<file path="config.mk">
export PLATFORM = sky130hd
export DESIGN_NAME = mem_port_arbiter
export DESIGN_NICKNAME = d
export VERILOG_FILES = /design/src/rtl/mem_arb_pkg.sv /design/src/rtl/arb_tag_fifo.sv /design/src/rtl/mem_port_arbiter.sv
export SDC_FILE = /design/constraint.sdc
export NUM_CORES = 1
export LEC_CHECK = 0
export CAP_MARGIN = 20
export CORE_AREA = 2 2 139 141
export CTS_CLUSTER_DIAMETER = 150
export DETAILED_ROUTE_END_ITERATION = 12
export DIE_AREA = 0 0 141 143
export GPL_TIMING_DRIVEN = 0
export PLACE_DENSITY = 0.61
export SETUP_SLACK_MARGIN = 0.15
export SYNTH_ARGS = -nofsm -noshare
export SYNTH_HDL_FRONTEND = slang
export SYNTH_SLANG_ARGS = --single-unit
</file>
<file path="constraint.sdc">
create_clock -name clk -period 3.3 [get_ports clk]
set_input_delay 0.66 -clock clk [delete_from_list [all_inputs] [get_ports clk]]
set_output_delay 0.66 -clock clk [all_outputs]
set_load 0.01 [all_outputs]
</file>
<file path="src/rtl/mem_arb_pkg.sv">
// Shared constants and bundles for the scratchpad port arbiter.
// Memory command and access-size encodings.
package mem_arb_pkg;

  localparam logic M_XRD = 1'b0;
  localparam logic M_XWR = 1'b1;

  localparam logic [2:0] MT_B  = 3'd0;
  localparam logic [2:0] MT_H  = 3'd1;
  localparam logic [2:0] MT_W  = 3'd3;
  localparam logic [2:0] MT_BU = 3'd4;
  localparam logic [2:0] MT_HU = 3'd5;

  localparam int PKG_AW = 32;
  localparam int PKG_DW = 32;

  typedef struct packed {
    logic [PKG_AW-1:0] addr;
    logic [PKG_DW-1:0] data;
    logic              fcn;
    logic [2:0]        typ;
  } mem_req_t;

  typedef struct packed {
    logic [PKG_DW-1:0] data;
  } mem_resp_t;

endpackage

</file>
<file path="src/rtl/arb_tag_fifo.sv">
// In-order requester-ID FIFO for outstanding memory accesses.
// Push at full is allowed when a pop frees the head slot in the same cycle.
module arb_tag_fifo
  import mem_arb_pkg::*;
#(
  parameter int DEPTH = 4,
  parameter int W     = 2
) (
  input  logic                     clk,
  input  logic                     rst,
  input  logic                     push,
  input  logic                     pop,
  input  logic [W-1:0]             din,
  output logic [W-1:0]             dout,
  output logic                     full,
  output logic                     empty,
  output logic [$clog2(DEPTH):0]   count
);

  localparam int PW = $clog2(DEPTH);

  logic [PW:0]  wr_q, wr_d;
  logic [PW:0]  rd_q, rd_d;
  logic [W-1:0] mem_q [DEPTH];
  logic         do_push, do_pop;

  assign empty = (wr_q == rd_q);
  assign full  = (wr_q[PW] != rd_q[PW]) &&
                 (wr_q[PW-1:0] == rd_q[PW-1:0]);
  assign count = wr_q - rd_q;
  assign dout  = mem_q[rd_q[PW-1:0]];

  assign do_pop  = pop && !empty;
  assign do_push = push && (!full || do_pop);

  always_comb begin
    wr_d = wr_q;
    rd_d = rd_q;
    if (do_push) wr_d = wr_q + 1'b1;
    if (do_pop)  rd_d = rd_q + 1'b1;
  end

  always_ff @(posedge clk or posedge rst) begin
    if (rst) begin
      wr_q <= '0;
      rd_q <= '0;
    end else begin
      wr_q <= wr_d;
      rd_q <= rd_d;
    end
  end

  // Tag storage needs no reset; pointers define what is valid.
  always_ff @(posedge clk) begin
    if (do_push) mem_q[wr_q[PW-1:0]] <= din;
  end

endmodule

</file>
<file path="src/rtl/mem_port_arbiter.sv">
// Round-robin arbiter sharing one memory port among NR requesters,
// routing in-order responses back through a tag FIFO.
module mem_port_arbiter
  import mem_arb_pkg::*;
#(
  parameter int NR    = 3,
  parameter int DEPTH = 4,
  parameter int AW    = 32,
  parameter int DW    = 32
) (
  input  logic                    clk,
  input  logic                    rst,
  input  logic [NR-1:0]           req_valid,
  output logic [NR-1:0]           req_ready,
  input  logic [NR-1:0][AW-1:0]   req_addr,
  input  logic [NR-1:0][DW-1:0]   req_data,
  input  logic [NR-1:0]           req_fcn,
  input  logic [NR-1:0][2:0]      req_typ,
  output logic [NR-1:0]           resp_valid,
  output logic [DW-1:0]           resp_data,
  output logic                    mem_req_valid,
  input  logic                    mem_req_ready,
  output logic [AW-1:0]           mem_req_addr,
  output logic [DW-1:0]           mem_req_data,
  output logic                    mem_req_fcn,
  output logic [2:0]              mem_req_typ,
  input  logic                    mem_resp_valid,
  input  logic [DW-1:0]           mem_resp_data,
  output logic [$clog2(DEPTH):0]  outstanding,
  output logic                    err_orphan
);

  localparam int IW = $clog2(NR);

  logic [IW-1:0] rr_q, rr_d;
  logic [IW-1:0] win, head;
  logic          any, issue_ok, accept, pop;
  logic          full, empty;
  logic          orphan_q, orphan_d;

  always_comb begin
    win = '0;
    any = 1'b0;
    for (int k = 0; k < NR; k++) begin
      if (!any && req_valid[(int'(rr_q) + k) % NR]) begin
        any = 1'b1;
        win = IW'((int'(rr_q) + k) % NR);
      end
    end
  end

  // A same-cycle response frees a slot, so a full FIFO can still accept.
  assign issue_ok = mem_req_ready && (!full || mem_resp_valid);
  assign accept   = !rst && any && issue_ok;
  assign pop      = !rst && mem_resp_valid && !empty;

  assign mem_req_valid = accept;
  assign req_ready     = accept ? (NR'(1) << win) : '0;
  assign resp_valid    = pop ? (NR'(1) << head) : '0;
  assign resp_data     = mem_resp_data;

  assign mem_req_addr = req_addr[win];
  assign mem_req_data = req_data[win];
  assign mem_req_fcn  = req_fcn[win];
  assign mem_req_typ  = req_typ[win];

  always_comb begin
    rr_d     = rr_q;
    orphan_d = orphan_q;
    if (accept)
      rr_d = (win == IW'(NR - 1)) ? '0 : win + IW'(1);
    if (mem_resp_valid && empty)
      orphan_d = 1'b1;
  end

  always_ff @(posedge clk or posedge rst) begin
    if (rst) begin
      rr_q     <= '0;
      orphan_q <= 1'b0;
    end else begin
      rr_q     <= rr_d;
      orphan_q <= orphan_d;
    end
  end

  assign err_orphan = orphan_q;

  arb_tag_fifo #(
    .DEPTH (DEPTH),
    .W     (IW)
  ) u_tags (
    .clk   (clk),
    .rst   (rst),
    .push  (accept),
    .pop   (pop),
    .din   (win),
    .dout  (head),
    .full  (full),
    .empty (empty),
    .count (outstanding)
  );

endmodule
</file>
Word level (Yosys, flattened, before mapping)
Memories as Yosys holds them, arrays and structs flattened.
Cells that the tools add are included.

word-level totals
  register bits after elaboration = 9
  memory bits (writable) = 8
  bits of input ports = 243
  output and inout port bits = 111
  logic and storage cells = 70
  memories kept = 1

operators by class
  add/sub/neg operators = 6
  div/mod/pow operators = 3
  $lt $le $gt $ge = 4
  equality and inequality tests = 4
  shift operators = 2
  multiplexer cells = 28
  reductions and logical operators = 18

memories
  name          words  bits a word  read ports  clocked after memory_dff  write ports  RTL line            source
  u_tags.mem_q  4      2            1           0                         1            arb_tag_fifo.sv:24  logic [W-1:0] mem_q [DEPTH];

operators with widths
  operator                                                     count
  binary-select mux 32 bit (select 2 bit)                      2
  less-than comparator 32 x 4 -> 1 bit, second input constant  3
  modulo 32 x 3 -> 32 bit, second input constant               2
  2-to-1 mux 32 bit                                            2
  modulo 3 x 3 -> 32 bit, second input constant                1
  2-to-1 mux 1 bit                                             12
  logical AND 1 bit                                            11
  2-to-1 mux 3 bit                                             3
  binary-select mux 1 bit (select 2 bit)                       4
  2-to-1 mux 2 bit                                             4
  adder 3 x 1 -> 3 bit, second input constant                  2
  binary-select mux 3 bit (select 2 bit)                       1
  left shift 1 x 2 -> 3 bit, first input constant              2
  logical NOT 1 bit                                            5
  adder 2 x 1 -> 3 bit, second input constant                  1
  adder 2 x 2 -> 3 bit, second input constant                  1
  == test 3 bit                                                1
  less-than comparator 2 x 3 -> 1 bit, second input constant   1
  subtractor 3 bit                                             1
  adder 2 x 1 -> 2 bit, second input constant                  1
  == test 2 bit                                                1
  == test 2 bit, second input constant                         1
  logical OR 1 bit                                             2
  != test 1 bit                                                1

Logic depth before layout (Yosys ltp)
  depth in word-level cells = 16
  depth in mapped cells = 12
  depth with buffers taken out = 8

Cells and area by module
From an unflattened synthesis, not the netlist that was laid out.

second synthesis, totals
  cells, all modules = 473
  area, all modules = 3246.9 µm²

modules (own cells, without submodules)
  module            instances  cells an instance  area each (µm²)  sequential area each (µm²)
  mem_port_arbiter  1          417                2498.6           75.1
  arb_tag_fifo      1          56                 748.2            390.4

Least setup slack after synthesis
OpenSTA, ideal clock, no wires.

  path kind = reg-to-output
  start = register rr_q[0]
  end = output port mem_req_data[13]
  arrival time = 2.284 ns
  required time = 2.640 ns
  setup slack = 0.356 ns
  stages on the path, launching flop included = 11
  buffers on the path = 3
  path through = dfrtp_1 -> inv_1 -> ha_1 -> nand2b_1 -> o32a_1 -> a211o_1 -> buf_2 -> and2_4 -> buf_6 -> buf_4 -> a41oi_1

on the way
  cells in the longest elaborated chain, start to end = 13
  elaborated cells between the ends (all ways) = 25
  classes of those cells = add/sub (2); div (3); mux (16); reduce/logical (4)

RTL lines
  element                                                                           RTL line                source
  start, declared                                                                   mem_port_arbiter.sv:35  logic [IW-1:0] rr_q, rr_d;
  start signal, assigned                                                            mem_port_arbiter.sv:81  rr_q <= rr_d;
  parallel branches: the longest is 10 deep, another holds modulo 32 x 3 -> 32 bit  --
  2-to-1 mux 2 bit *                                                                mem_port_arbiter.sv:45  if (!any && req_valid[(int'(rr_q) + k) % NR]) begin
  binary-select mux 32 bit (select 2 bit) *                                         mem_port_arbiter.sv:63  assign mem_req_data = req_data[win];
  2-to-1 mux 32 bit (implied by the code) *                                         mem_port_arbiter.sv:63
  end, declared                                                                     mem_port_arbiter.sv:24  output logic [DW-1:0] mem_req_data,

Every way passes the cells marked *. The select of a mux whose other input is x is not followed.

Worst setup path in the final report
  start = register rr_q[1]
  end = output port mem_req_addr[4]

on the way
  cells in the longest elaborated chain, start to end = 13
  elaborated cells between the ends (all ways) = 25
  classes of those cells = add/sub (2); div (3); mux (16); reduce/logical (4)

RTL lines
  element                                                                           RTL line                source
  parallel branches: the longest is 10 deep, another holds modulo 32 x 3 -> 32 bit  --
  2-to-1 mux 2 bit *                                                                mem_port_arbiter.sv:45
  binary-select mux 32 bit (select 2 bit) *                                         mem_port_arbiter.sv:62  assign mem_req_addr = req_addr[win];
  2-to-1 mux 32 bit (implied by the code) *                                         mem_port_arbiter.sv:62
  end, declared                                                                     mem_port_arbiter.sv:23  output logic [AW-1:0] mem_req_addr,

Marked as above.

==> results.cfg <==
[worst_hold_path]
holdPathStages = 1
hp-class = reg2reg

[synthesis]
synthArstFlopShare = 0.529
synthMuxAreaShare = 0.0255
ys.flop_type = dfrtp_1
synth_top_family_by_area = compound AO/OA/AOI/OAI gates
seq_area_frac_synth = 0.120
synth_fa_ha_area_frac = 0.0407
synth_cell_types = 44
synth-simple-area-share = 0.278
synth.area.top_cells = a41oi_1, nand2b_1, nand4_1, o21ai_0, a21oi_1
synth_edf_count = 8
yosysWarnings = 0
syn-cell-area_um2 = 3870
syn-mean-instance-area_um2 = 7.04
synth_largest_area_cell = a41oi_1
synth_nets = 805
synth_compound_area_frac = 0.365
syn_inst = 550
yosys.area_share.xor_xnor = 0.0136
ys_ff_latch = 17
synth_top_area_share = 0.154

[critical_path]
crit_buf_inv = 6
critical-path-max-stage-delay_ps = 420
cp_top_family = buffers and inverters
crit_slowest_cell = dfrtp_1
arrival_ps = 2710
worstPathMaxFanout = 10
r2r_cells = 9
start_kind = flip-flop
crit_chain = inv_2 > ha_4 > buf_8 > nor2b_4 > o32a_1 > a211o_1 > buf_6 > and2_4 > clkbuf_16 > buf_12 > a41oi_2 > buf_2
worst_setup_path_end_kind = output port
cp.depth = 12
critPathKind = reg2out
critPathRequiredTime_ps = 2640

[clock_tree]
clk_pin_slew_ps = 50
tritoncts = yes
cts_root_buf = clkbuf_16
htreeDepth = 1
clk_latency_ps = 250
cts-buffers-inserted = 3
cts.path.max_buffers = 2
cts.sinks = 17

[global_routing]
track_usage = 0.209
grt_max_degree = 12
grt_pass1_vias = 5903
overflow = 0
antenna_found_initial = 1
grt_pass1_wl_mm = 33.7

[timing]
finalHoldViolations = 0
fin_ws_ps = -74.1
finalMaxSlewViolations = 0
fmax_ghz = 0.296
rsz0062_at_grt = true
period_needed_ps = 3370
finalCritPeriodShare = 1.02
setup_viol = 53
tightest_slew_ps = 767
timing.slew.headroom = 0.489
fin_skew_ps = 2.31
hold_ws_ps = 450

[detailed_routing]
via_per_inst = 5.28
routed_wl_mm = 23.7
drc = 0
post_drt_wl_per_cell_um = 20.8
first_iter_violations = 329
drt_pass1_iterations = 4
final_antenna_net_count = 0
num_vias = 6005

[final_layout]
final_nets = 1159
drive_gt1_frac = 0.369
syn2layout_area_growth_pct = 122
postLayoutCoreUtil = 0.463
stdcell_area_um2 = 8600

[floorplanning]
die_w_um = 141
die-area_um2 = 20200
core_area_um2 = 18600
die_height_um = 143
std_cell_rows = 50
initial_core_util = 0.208
io_pins = 354

[run_status]
violations = negative setup slack
outcome = complete, but fails checks

[power_and_ir_drop]
total_power_mw = 9.09
peakVddDrop_v = 0.000419
power_leakage_nw = 3.07
p_per_area_nw_per_um2 = 1060

[run]
drv_cap = 0

[placed_design]
place_area_um2 = 7380
gp_congestion = 0.865
dp_hpwl_mm = 17.2
port_buffers = 321
routing by layer:
metal / routed length (um) / share of wire / GRT usage
met2: 12400 / 0.52 / 0.384
met5: 0 / 0 / 0
met4: 461 / 0.019 / 0.0395
met3: 1220 / 0.051 / 0.0272
met1: 9620 / 0.41 / 0.265
synth_stat cells, drive strengths merged, types with 4 or more instances:
cell type,number
a21oi,69
a41oi,68
and2,7
buf,46
clkbuf,56
dfrtp,9
edfxtp,8
ha,11
inv,10
nand2,4
nand2b,70
nand4,68
nor2,6
nor2b,4
nor3,4
o21ai,72
xnor2,4
layout by cell type (no fill, tap or decap), types with 3 or more instances in the layout:
cell type,n
clkdlybuf4s50_1,246
buf_4,61
nand2b_1,70
o21ai_0,43
a41oi_2,66
inv_2,3
dfrtp_1,8
buf_8,3
clkbuf_4,11
a21oi_2,31
nand2_1,4
a21oi_1,26
xnor2_1,4
a21oi_4,12
inv_1,5
and2_1,6
buf_6,7
clkbuf_1,14
o21ai_1,25
clkbuf_2,22
buf_12,8
clkbuf_16,7
ha_1,9
nand4_1,68
edfxtp_1,8
nor2_1,5
buf_2,68
worst reg2reg max path, delay by kind of cell (launching register included):
family	cells	cell delay [ps]
buf+inv	4	560
compound gates	1	370
fa+ha+maj	1	140
mux	2	630
flops	1	430
simple gates	1	180
logic make-up after synthesis:
| group | Yosys count |
|---|---|
| AO/OA/AOI/OAI | 222 |
| XOR/XNOR | 6 |
| adder cells (fa/ha/maj) | 12 |
| buffers and inverters | 112 |
| flip-flops | 17 |
| multiplexers | 7 |
| AND/OR/NAND/NOR | 174 |
final cells by class:
type	count	area, um^2
sequential	17	467
clock inverter	1	5.00
antenna	1	2.50
fill	1829	9980
multi-input combinational	421	3740
clock buffer	3	75.1
tap	234	293
timing repair buffer	349	3190
buffer	102	785
inverter	10	46.3
stage by stage:
step                std cells  setup slack (ps)  setup TNS, ps
floorplan                 550               356              0
global placement         1105             -1460         -88580
detailed placement       1105             -1490         -90790
CTS                      1123             -71.6          -1890
global route             1137              -171          -8840
finish                   1138             -74.1          -1380
registers in the layout, indices dropped and copies added, names as in the netlist:
name          flops
err_orphan        1
u_tags.wr_q       3
u_tags.rd_q       3
u_tags.mem_q      8
rr_q              2
repair_timing:
action	CTS	global route
setup buffers	13	10
gates resized for setup	474	140
hold buffers	0	0
cloned	1	4
pin swaps	8	19
endpoints found under the setup margin	75	74
power by group:
group	switching [mW]	total, mW	internal [mW]
clock network	0.0816	0.244	0.162
registers	0.0725	0.398	0.326
logic	4.46	8.45	3.99
total	4.61	9.09	4.48
path summary, 6_finish.rpt:
path                                        start                      endpoint  slack, ps
max reg2reg                   rr_q[0]$_DFFE_PP0P_  u_tags.mem_q[1][1]$_DFFE_PP_        760
max                           rr_q[1]$_DFFE_PP0P_               mem_req_addr[4]        -70
min in group asynchronous                     rst        err_orphan$_DFFE_PP0P_        780
min                        err_orphan$_DFFE_PP0P_        err_orphan$_DFFE_PP0P_        450
min reg2reg                err_orphan$_DFFE_PP0P_        err_orphan$_DFFE_PP0P_        450
max in group asynchronous                     rst    u_tags.wr_q[1]$_DFFE_PP0P_       2400
Power figures use the tool's default switching activity.
